[src/rtl/light_timer.sv]
// Light timer: second prescaler plus per-light seconds countdown.
// Produces the last-second and prescaler pre-wrap strobes for the light FSM.
module light_timer #(
  parameter int LIGHT_STATE_WIDTH = 3,
  parameter int CLK_PER_SEC       = 4,
  parameter int CNT_WIDTH         = 8,
  parameter int GREEN_SEC         = 5,
  parameter int YELLOW_SEC        = 2,
  parameter int RED_SEC           = 4
) (
  input  logic                         clk,
  input  logic                         rst_n,
  input  logic                         en,
  input  logic [LIGHT_STATE_WIDTH-1:0] light_cnt_init,
  output logic                         light_cnt_last,
  output logic                         second_cnt_pre_last,
  output logic [CNT_WIDTH-1:0]         remaining_sec
);

  localparam int SW = $clog2(CLK_PER_SEC);
  localparam logic [SW-1:0] SEC_LAST = SW'(CLK_PER_SEC - 1);
  localparam logic [SW-1:0] SEC_PRE  = SW'(CLK_PER_SEC - 2);
  localparam logic [CNT_WIDTH-1:0] ONE = CNT_WIDTH'(1);

  logic [SW-1:0]                sec_cnt;
  logic [CNT_WIDTH-1:0]         light_cnt;
  logic [LIGHT_STATE_WIDTH-1:0] init_q;
  logic [CNT_WIDTH-1:0]         dur;
  logic                         idle;
  logic                         change;
  logic                         wrap;

  // Lowest set bit wins when the select is not one-hot.
  always_comb begin
    dur = '0;
    if (light_cnt_init[0]) begin
      dur = CNT_WIDTH'(GREEN_SEC);
    end else if (light_cnt_init[1]) begin
      dur = CNT_WIDTH'(YELLOW_SEC);
    end else if (light_cnt_init[2]) begin
      dur = CNT_WIDTH'(RED_SEC);
    end
  end

  assign idle   = (light_cnt_init == '0);
  assign change = (light_cnt_init != init_q);
  assign wrap   = (sec_cnt == SEC_LAST);

  always_ff @(posedge clk) begin
    if (!rst_n || !en) begin
      sec_cnt   <= '0;
      light_cnt <= '0;
      init_q    <= '0;
    end else begin
      init_q <= light_cnt_init;
      if (idle) begin
        sec_cnt   <= '0;
        light_cnt <= '0;
      end else if (change) begin
        sec_cnt   <= '0;
        light_cnt <= dur;
      end else if (wrap) begin
        sec_cnt <= '0;
        // Reload instead of underflowing if the FSM fails to move on.
        if (light_cnt == ONE) begin
          light_cnt <= dur;
        end else begin
          light_cnt <= light_cnt - ONE;
        end
      end else begin
        sec_cnt <= sec_cnt + SW'(1);
      end
    end
  end

  assign second_cnt_pre_last = en & ~idle & (sec_cnt == SEC_PRE);
  assign light_cnt_last      = (light_cnt == ONE);
  assign remaining_sec       = light_cnt;

endmodule
[config.mk]
export PLATFORM = sky130hd
export DESIGN_NAME = light_timer
export DESIGN_NICKNAME = d
export VERILOG_FILES = /design/src/rtl/light_timer.sv
export SDC_FILE = /design/constraint.sdc
export NUM_CORES = 1
export LEC_CHECK = 0
export ABC_CLOCK_PERIOD_IN_PS = 2100
export CORE_MARGIN = 2
export CORE_UTILIZATION = 47
export DETAILED_ROUTE_END_ITERATION = 10
export GPL_ROUTABILITY_DRIVEN = 1
export PLACE_DENSITY = 0.76
export SETUP_SLACK_MARGIN = 0.5
export SLEW_MARGIN = 20
export SYNTH_ARGS = -nofsm -noshare
export SYNTH_HDL_FRONTEND = slang
export SYNTH_SLANG_ARGS = --single-unit
[constraint.sdc]
create_clock -name clk -period 2.1 [get_ports clk]
set_input_delay 0.42 -clock clk [delete_from_list [all_inputs] [get_ports clk]]
set_output_delay 0.42 -clock clk [all_outputs]
set_load 0.02 [all_outputs]
# Word level (Yosys, flattened, before mapping)
# Index checks and enable logic that the tools add are counted.
# op_classes
add_sub_neg,2
n_eq_ne,4
n_mux,6
bitwise_logic,3
n_reduce_logical,7
# ops
op,count
8-bit two-way mux,3
3-bit two-way mux,3
"8-bit by 1-bit equality test with 1-bit output, second input constant",1
"8-bit by 1-bit subtractor with 8-bit output, second input constant",1
"2-bit equality test, second input constant",2
4-bit OR reduction,1
3-bit zero test,1
3-bit != test,1
"2-bit by 1-bit adder with 2-bit output, second input constant",1
1-bit AND,2
1-bit zero test,2
2-bit nonzero test,1
2-bit OR reduction,1
1-bit logical OR,1
1-bit inverter,1
# word_totals
register_bits,13
inputBits,6
elab_cells,25

# Longest topological paths before layout
# depth
word_depth,6
depth_mapped,7

# Worst setup path before layout
# Ideal clock, no wire load.
# synth_timing
kind,flip-flop to flip-flop
startpoint,register light_cnt[2] (netlist: remaining_sec[2])
endpoint,register light_cnt[7] (netlist: remaining_sec[7])
setup_time_ns,0.070
arrival_ns,1.709
required_time_ns,2.030
setup_slack_ns,0.321
stages_incl_launch_ff,5
path_buffers,0
period_less_slack_ns,1.779
path_cell_list,dfxtp_1 or3_4 or4_1 or3_1 a21oi_1
# synth_via
elab_chain_len,4
elab_cells_between_ends,5
# synth_lines
item,line_no,source
from (decl),26,logic [CNT_WIDTH-1:0] light_cnt;
from (signal assigned),61,light_cnt <= dur;
from (signal assigned),66,light_cnt <= dur;
from (signal assigned),68,light_cnt <= light_cnt - ONE;
8-bit by 1-bit subtractor with 8-bit output / 8-bit by 1-bit equality test with 1-bit output (equally long branches),"68, 65",
8-bit two-way mux *,65,if (light_cnt == ONE) begin
8-bit two-way mux *,62,end else if (wrap) begin
8-bit two-way mux *,59,end else if (change) begin
# Mark *: on every way between the ends. The rest lies on a longest branch, timed or not. The select of a mux whose other input is x is not followed.
# A chain may end at the register's enable or synchronous reset.

# Worst setup path after layout
# layout_timing
startpoint,register light_cnt[1] (netlist: remaining_sec[1])
endpoint,output port light_cnt_last
# layout_via
elab_chain_len,1
# layout_lines
item,line_no,source
8-bit by 1-bit equality test with 1-bit output,77,assign light_cnt_last = (light_cnt == ONE);
to (decl),15,"output logic light_cnt_last,"
# Every way passes these cells.

==> metrics <==
final RePlAce weighted congestion a little over 0.8; total gr overflow 0; Syn. warnings 0; Die W about 43 um; die height between 40 and 50 um; syn_nets a little over 90; Flop pwr share ~45%; Seq/Total Area, Yosys a little under two fifths; area of the multi-input gates ~600 sq um; Die ar. ~1800 sq um; clock sinks 13; Critical R2R Capture remaining_sec[7]; Mapped Cells 82; Startpoint Class flip-flop; Slew Viols, Final 0; crit-path most repeated cell inv_2; RSZ-0062 raised after global routing yes; largest stage delay on the critical path between 0.3 and 0.4 ns; critical path depth 6; Max Clock Skew ~0.0041 ns; area share of the largest cell type after synthesis 37.0%; number of global-route vias before repair roughly 700; post-route ant nets 0; Pleak about 0.00054 uW; area leader, netlist dfxtp_1; clock network fraction of total power between 20% and 30%; HPWL Detailed 1.31 mm; WL final around 2.6 mm; WHS Endpoint sec_cnt[0]; internal power approximately 400 uW; starting density of the core a little over half; clock transition at the registers of the reported paths about 0.08 ns; core area roughly 1400 sq um; minimum clock period ~1.8 ns; switching part of the total 30.3%; Critical Path Sink Type primary output; hold buffer count at CTS 0; top cell family by delay on the critical path flip-flops; Critical Path AT 1.37 ns; largest net degree at the start of global routing 11; worst path bufs/invs 3; hold path start sec_cnt[0]; Hold Vio Cnt, Final 0; io pins 16; status completed; number of buffers created by CTS 3; CP Class reg2out; Net Sw Power approximately 180 uW; most common cell in the netlist dfxtp_1; largest cells by area after synthesis dfxtp_1, ha_1, and3_1; routed via count around 800; GRT Overall Usage roughly a quarter; dpl cell area about 970 sq um; placed cell count about 120; Final Setup Violations 0; Layout Nets 127; top post-synthesis cells by count dfxtp_1, and3_1, a21oi_1, or3_1, nand2_1; CTS tree built; Root Driver clkbuf_4; Cell variety after synth 30; initial drt markers 25; H-tree depth 1; vias per cell 6.21; fill cell count 66; Worst Hold Depth 1; deepest clock path buffer count 2; diode count 0; Layout Cells excl Fill approximately 130; Worst Path Required around 1.7 ns; synthesized area about 700 sq um; CP Max Fanout 3; flops & latches, synth 13; Main synth FF type dfxtp_1; layout cells sized above 1 between 50% and 60%; drt wl/cell ~20 um; FF+latch area between 200 and 300 sq um; Crit Reg-Reg Startpoint remaining_sec[1]; power per cell area between 400 and 500 nW/um^2; Peak VDD IR 0.360 mV; Pre-antenna DRT Iters 4; Worst Reg-to-Reg Cells 5; I/O Buffers 15; worst reg-to-reg setup slack roughly 0.38 ns; Async S/R FF share, synth 0%; post-route cell area ~1200 sq um; slowest CP cell dfxtp_2; Period Utilization, post-route 85.4%; max_slew headroom roughly four fifths; highest clock rate between 500 and 600 MHz; Syn Area/Cell ~8.6 sq um; latest clock arrival within the worst-skew pair 0.29 ns; standard-cell rows 13; Worst-Margin Slew about 0.30 ns; global-route wire length before repair around 3.2 mm; Post-synth EDFFs 0; DRC errors left 0; combinational fraction of design power between 20 and 30%; Area Growth Syn to Fin 71.5%; Core Util, Final roughly nine tenths; Hold/Removal Path Class reg2reg; crit path cell chain inv_2 -> ha_4 -> nor3b_4 -> nand2_2 -> inv_2 -> buf_6; max-cap viol count 0; initial antenna violation count 0
==> how the worst max path moves through the flow <==
stage	from	slack, ns	end
detailed placement	light_cnt_init[0]	-0.25	second_cnt_pre_last
CTS	remaining_sec[2]	0.38	light_cnt_last
global placement	light_cnt_init[0]	-0.26	second_cnt_pre_last
finish	remaining_sec[1]	0.31	light_cnt_last
floorplan	remaining_sec[3]	0.48	remaining_sec[7]
global route	remaining_sec[1]	0.26	light_cnt_last
==> logic make-up after synthesis <==
logic type / synth area share [%]
adders and majority gates: 7.12
DFF: 37.0
xor gates and xnor gates: 3.74
buffers and inverters: 3.20
and+or+nand+nor: 31.7
AOI/OAI and AO/OA: 15.7
muxes: 1.60
==> placed cells by master (no fill, tap or decap), types with 4 or more instances in the layout <==
cell / instances
and3_1: 5
buf_6: 4
o21ai_0: 4
nand2_1: 4
a21oi_2: 5
dfxtp_1: 6
or3_4: 5
buf_4: 16
dfxtp_2: 4
dlygate4sd2_1: 8
==> layer usage <==
layer | part of all wire (%) | track usage [%]
met1 | 39 | 27.9
met2 | 53 | 41.2
met5 | 0 | 0
met4 | 3.8 | 9.38
met3 | 4.3 | 3.83
==> power by group through the flow <==
stage | registers, uW | logic (uW) | clock network, uW
2_1_floorplan | 269 | 56.5 | 0
6_report | 263 | 162 | 162
3_5_place_dp | 265 | 116 | 0
4_1_cts | 260 | 135 | 161
3_3_place_gp | 265 | 112 | 0
5_1_grt | 264 | 173 | 178
==> cell type report <==
type | instances | area share (%)
Timing Repair Buffer | 32 | 22.2
Clock buffer | 4 | 2.18
Multi-Input combinational cell | 63 | 49.9
Inverter | 4 | 1.24
Sequential cell | 13 | 22.9
Tap cell | 15 | 1.56
==> metrics by stage <==
stage / hold slack, ns / total power, uW / setup TNS (ns) / setup slack (ns)
final: 0.436 / 587 / 0 / 0.307
after global routing: 0.448 / 615 / 0 / 0.262
after CTS: 0.455 / 555 / 0 / 0.376
after detailed placement: 0.443 / 381 / -1.03 / -0.252
after global placement: 0.447 / 377 / -0.943 / -0.259
after floorplan: 0.432 / 326 / 0 / 0.477
==> worst reg2reg max path, cell delays in order, from the launching register on <==
cell	delay, ns
dfxtp_2	0.35
buf_4	0.14
or2_4	0.25
or4_4	0.49
or3_4	0.34
a21oi_2	0.11
==> flip-flops by register name, indices dropped and copies added, names as in the netlist <==
register,flops
init_q,3
sec_cnt,2
remaining_sec,8
==> timing repair <==
action	in CTS	in global routing
pin swaps	4	5
buffers inserted	4	1
setup endpoints to repair	20	10
gates resized for setup	45	24
endpoints found under the hold margin	0	0
(Power assumes the default switching activity.)
==> patch (same flow settings) <==
`CNT_WIDTH`: 8 -> 9.
--- a/src/rtl/light_timer.sv
+++ b/src/rtl/light_timer.sv
@@ -4,5 +4,5 @@
   parameter int LIGHT_STATE_WIDTH = 3,
   parameter int CLK_PER_SEC       = 4,
-  parameter int CNT_WIDTH         = 8,
+  parameter int CNT_WIDTH         = 9,
   parameter int GREEN_SEC         = 5,
   parameter int YELLOW_SEC        = 2,
Ports: changed (resized remaining_sec); port bits go from 16 to 17. No check against the original RTL was run, so the function may have changed too.
==> patch against the unedited design <==
- design area decreased by 0.83%
- highest routed layer unchanged
- worst setup slack better by 0.049 ns
- wire length is 14% lower
- critical endpoint is now remaining_sec[8]
- final cell count is 5.3% higher
- sequential cell count grew 1
- worst hold slack got worse by 0.010 ns
- non-clock buffer count increased by 4
- total power increased by 11%
- sequential power grew 7%
- synthesized area increased by 6.4%
- global-route usage increased by 2.7 points
- synthesized cell count rose by 1.2%
==> patch: results (changes against the unedited design) <==
stage,metric,value,unit,change
status,status,completed,,
cts,Hold Buf Count CTS,0,,unchanged
place,placed insts,127,,+4.1%
global_route,wire length of the first global-routing pass,3510,µm,+8.5%
yosys,Syn. warnings,0,,unchanged
worst_setup_path,r2r worst-path depth,4,,-1
route,drt pass-1 iters,6,,+2
cts,cts bufs inserted,3,,unchanged
worst_setup_path,crit-path max FO,6,,+3
pwr,leak pwr,0.576,nW,+6.2%
pwr,worst vdd ir,500,µV,+39%
worst_setup_path,CP Data Arrival Time,1.98,ns,+0.61 ns
global_route,largest net degree at the start of global routing,9,,-2
yosys,register area share after synthesis,37.5,%,+0.45 points
route,DR vias/cell,5.86,,-5.7%
global_route,antenna violations before repair,0,,unchanged
yosys,top post-synthesis cells by area,"dfxtp_1 (37%), ha_1 (6.7%), a21oi_1 (6.0%)",,
place,IO Port Bufs,16,,+1
yosys,async set-reset flop share out of synthesis,0,%,unchanged
timing,post-route clock skew,0.00569,ns,+0.00155 ns
yosys,Post-synth top cells,"dfxtp_1 (14), a21oi_1 (9), inv_1 (7)",,
yosys,synth unique cells,33,,+10%
cts,Clock transition at path regs,0.10,ns,+0.02 ns
route,vias post-DR,808,,-0.62%
global_route,number of global-route vias before repair,784,,+10%
route,DR iter-0 viols,12,,-52%
place,RePlAce Congestion,0.784,,-4.1%
layout,antenna fix cells,0,,unchanged
cts,depth of the CTS H-tree,1,,unchanged
cts,Root Driver,clkbuf_4,,
timing,Slew Limit Headroom,68.0,%,-12 points
route,final wirelength,2240,µm,-14%
layout,max FFs per register,9,,+1
place,DP HPWL,1440,µm,+11%
min_path,worst min path class,flip-flop to flip-flop,,
cts,clk_lat worst skew,0.29,ns,about the same
yosys,syn_area_per_cell,9.01,µm²,+5.1%
layout,share of layout cells above drive strength 1,41.0,%,-13 points
global_route,Total Routing Usage GR,26.1,%,+2.7 points
min_path,Hold Path Depth,1,,unchanged
place,DP Area,1050,µm²,+8.4%
yosys,syn nets,93,,+1.1%
[patch: cell types whose count changed in the layout (fill, tap and decap cells not counted), sizes merged, moves of 3 or more]
cell	before	now
clkdlybuf4s15	0	3
a21oi	6	9
and3	7	4
inv	4	7
[patch: cell type report]
class	count	area (µm²)
Multi-Input combinational cell	61	512
Timing Repair Buffer	36	305
Inverter	7	28.8
Tap cell	16	20.0
Fill cell	107	310
Sequential cell	14	294
Clock buffer	4	36.3
[patch: report_power, final]
part / switching [W] / internal (W) / total (W)
combinational: 0.0000796 / 0.0000879 / 0.000168
clock: 0.0000973 / 0.000106 / 0.000203
sequential: 0.0000104 / 0.000271 / 0.000282
[patch: logic make-up after synthesis]
| logic type | after synthesis | share of synthesized area [%] |
|---|---|---|
| buf+inv | 8 | 4.52 |
| compound gates | 24 | 22.1 |
| flops | 14 | 37.5 |
| simple gates | 30 | 25.8 |
| fa+ha+maj | 4 | 6.69 |
| xor+xnor | 3 | 3.51 |
[patch: stage by stage]
step	setup slack [ns]	util, %	hold slack (ns)
after floorplan	0.418	-	0.417
after global placement	-0.114	69.9	0.431
after detailed placement	-0.162	69.9	0.444
after CTS	0.290	76.1	0.459
after global routing	0.268	79.4	0.429
final	0.356	79.4	0.426
[patch: metal layers]
layer	share of wire (%)	wire length (µm)	vias up	track usage [%]
met2	52	1160	25	45.3
met4	6.0	133	0	20.6
met3	3.0	68	12	4.17
met5	0	0	-	0
met1	39	869	375	27.6
li1	-	-	396	-
[patch: worst paths after layout]
check | from | to | slack, ns
setup / recovery | remaining_sec[4] | remaining_sec[8] | 0.36
hold reg to reg | sec_cnt[0] | sec_cnt[0] | 0.43
setup reg to reg | remaining_sec[4] | remaining_sec[8] | 0.36
hold / removal | sec_cnt[0] | sec_cnt[0] | 0.43
[patch: worst max-delay path, stage by stage (launching register included)]
cell	delay, ns
dfxtp_4	0.37
or4_4	0.54
or3_1	0.34
or3_1	0.33
a21oi_2	0.11
[patch: what timing repair did]
action                                  in CTS  in global routing
pin swaps                                    4                  2
setup buffers                                4                  3
endpoints found under the setup margin      22                 12
gates cloned                                 0                  0
resized for setup                           34                  8
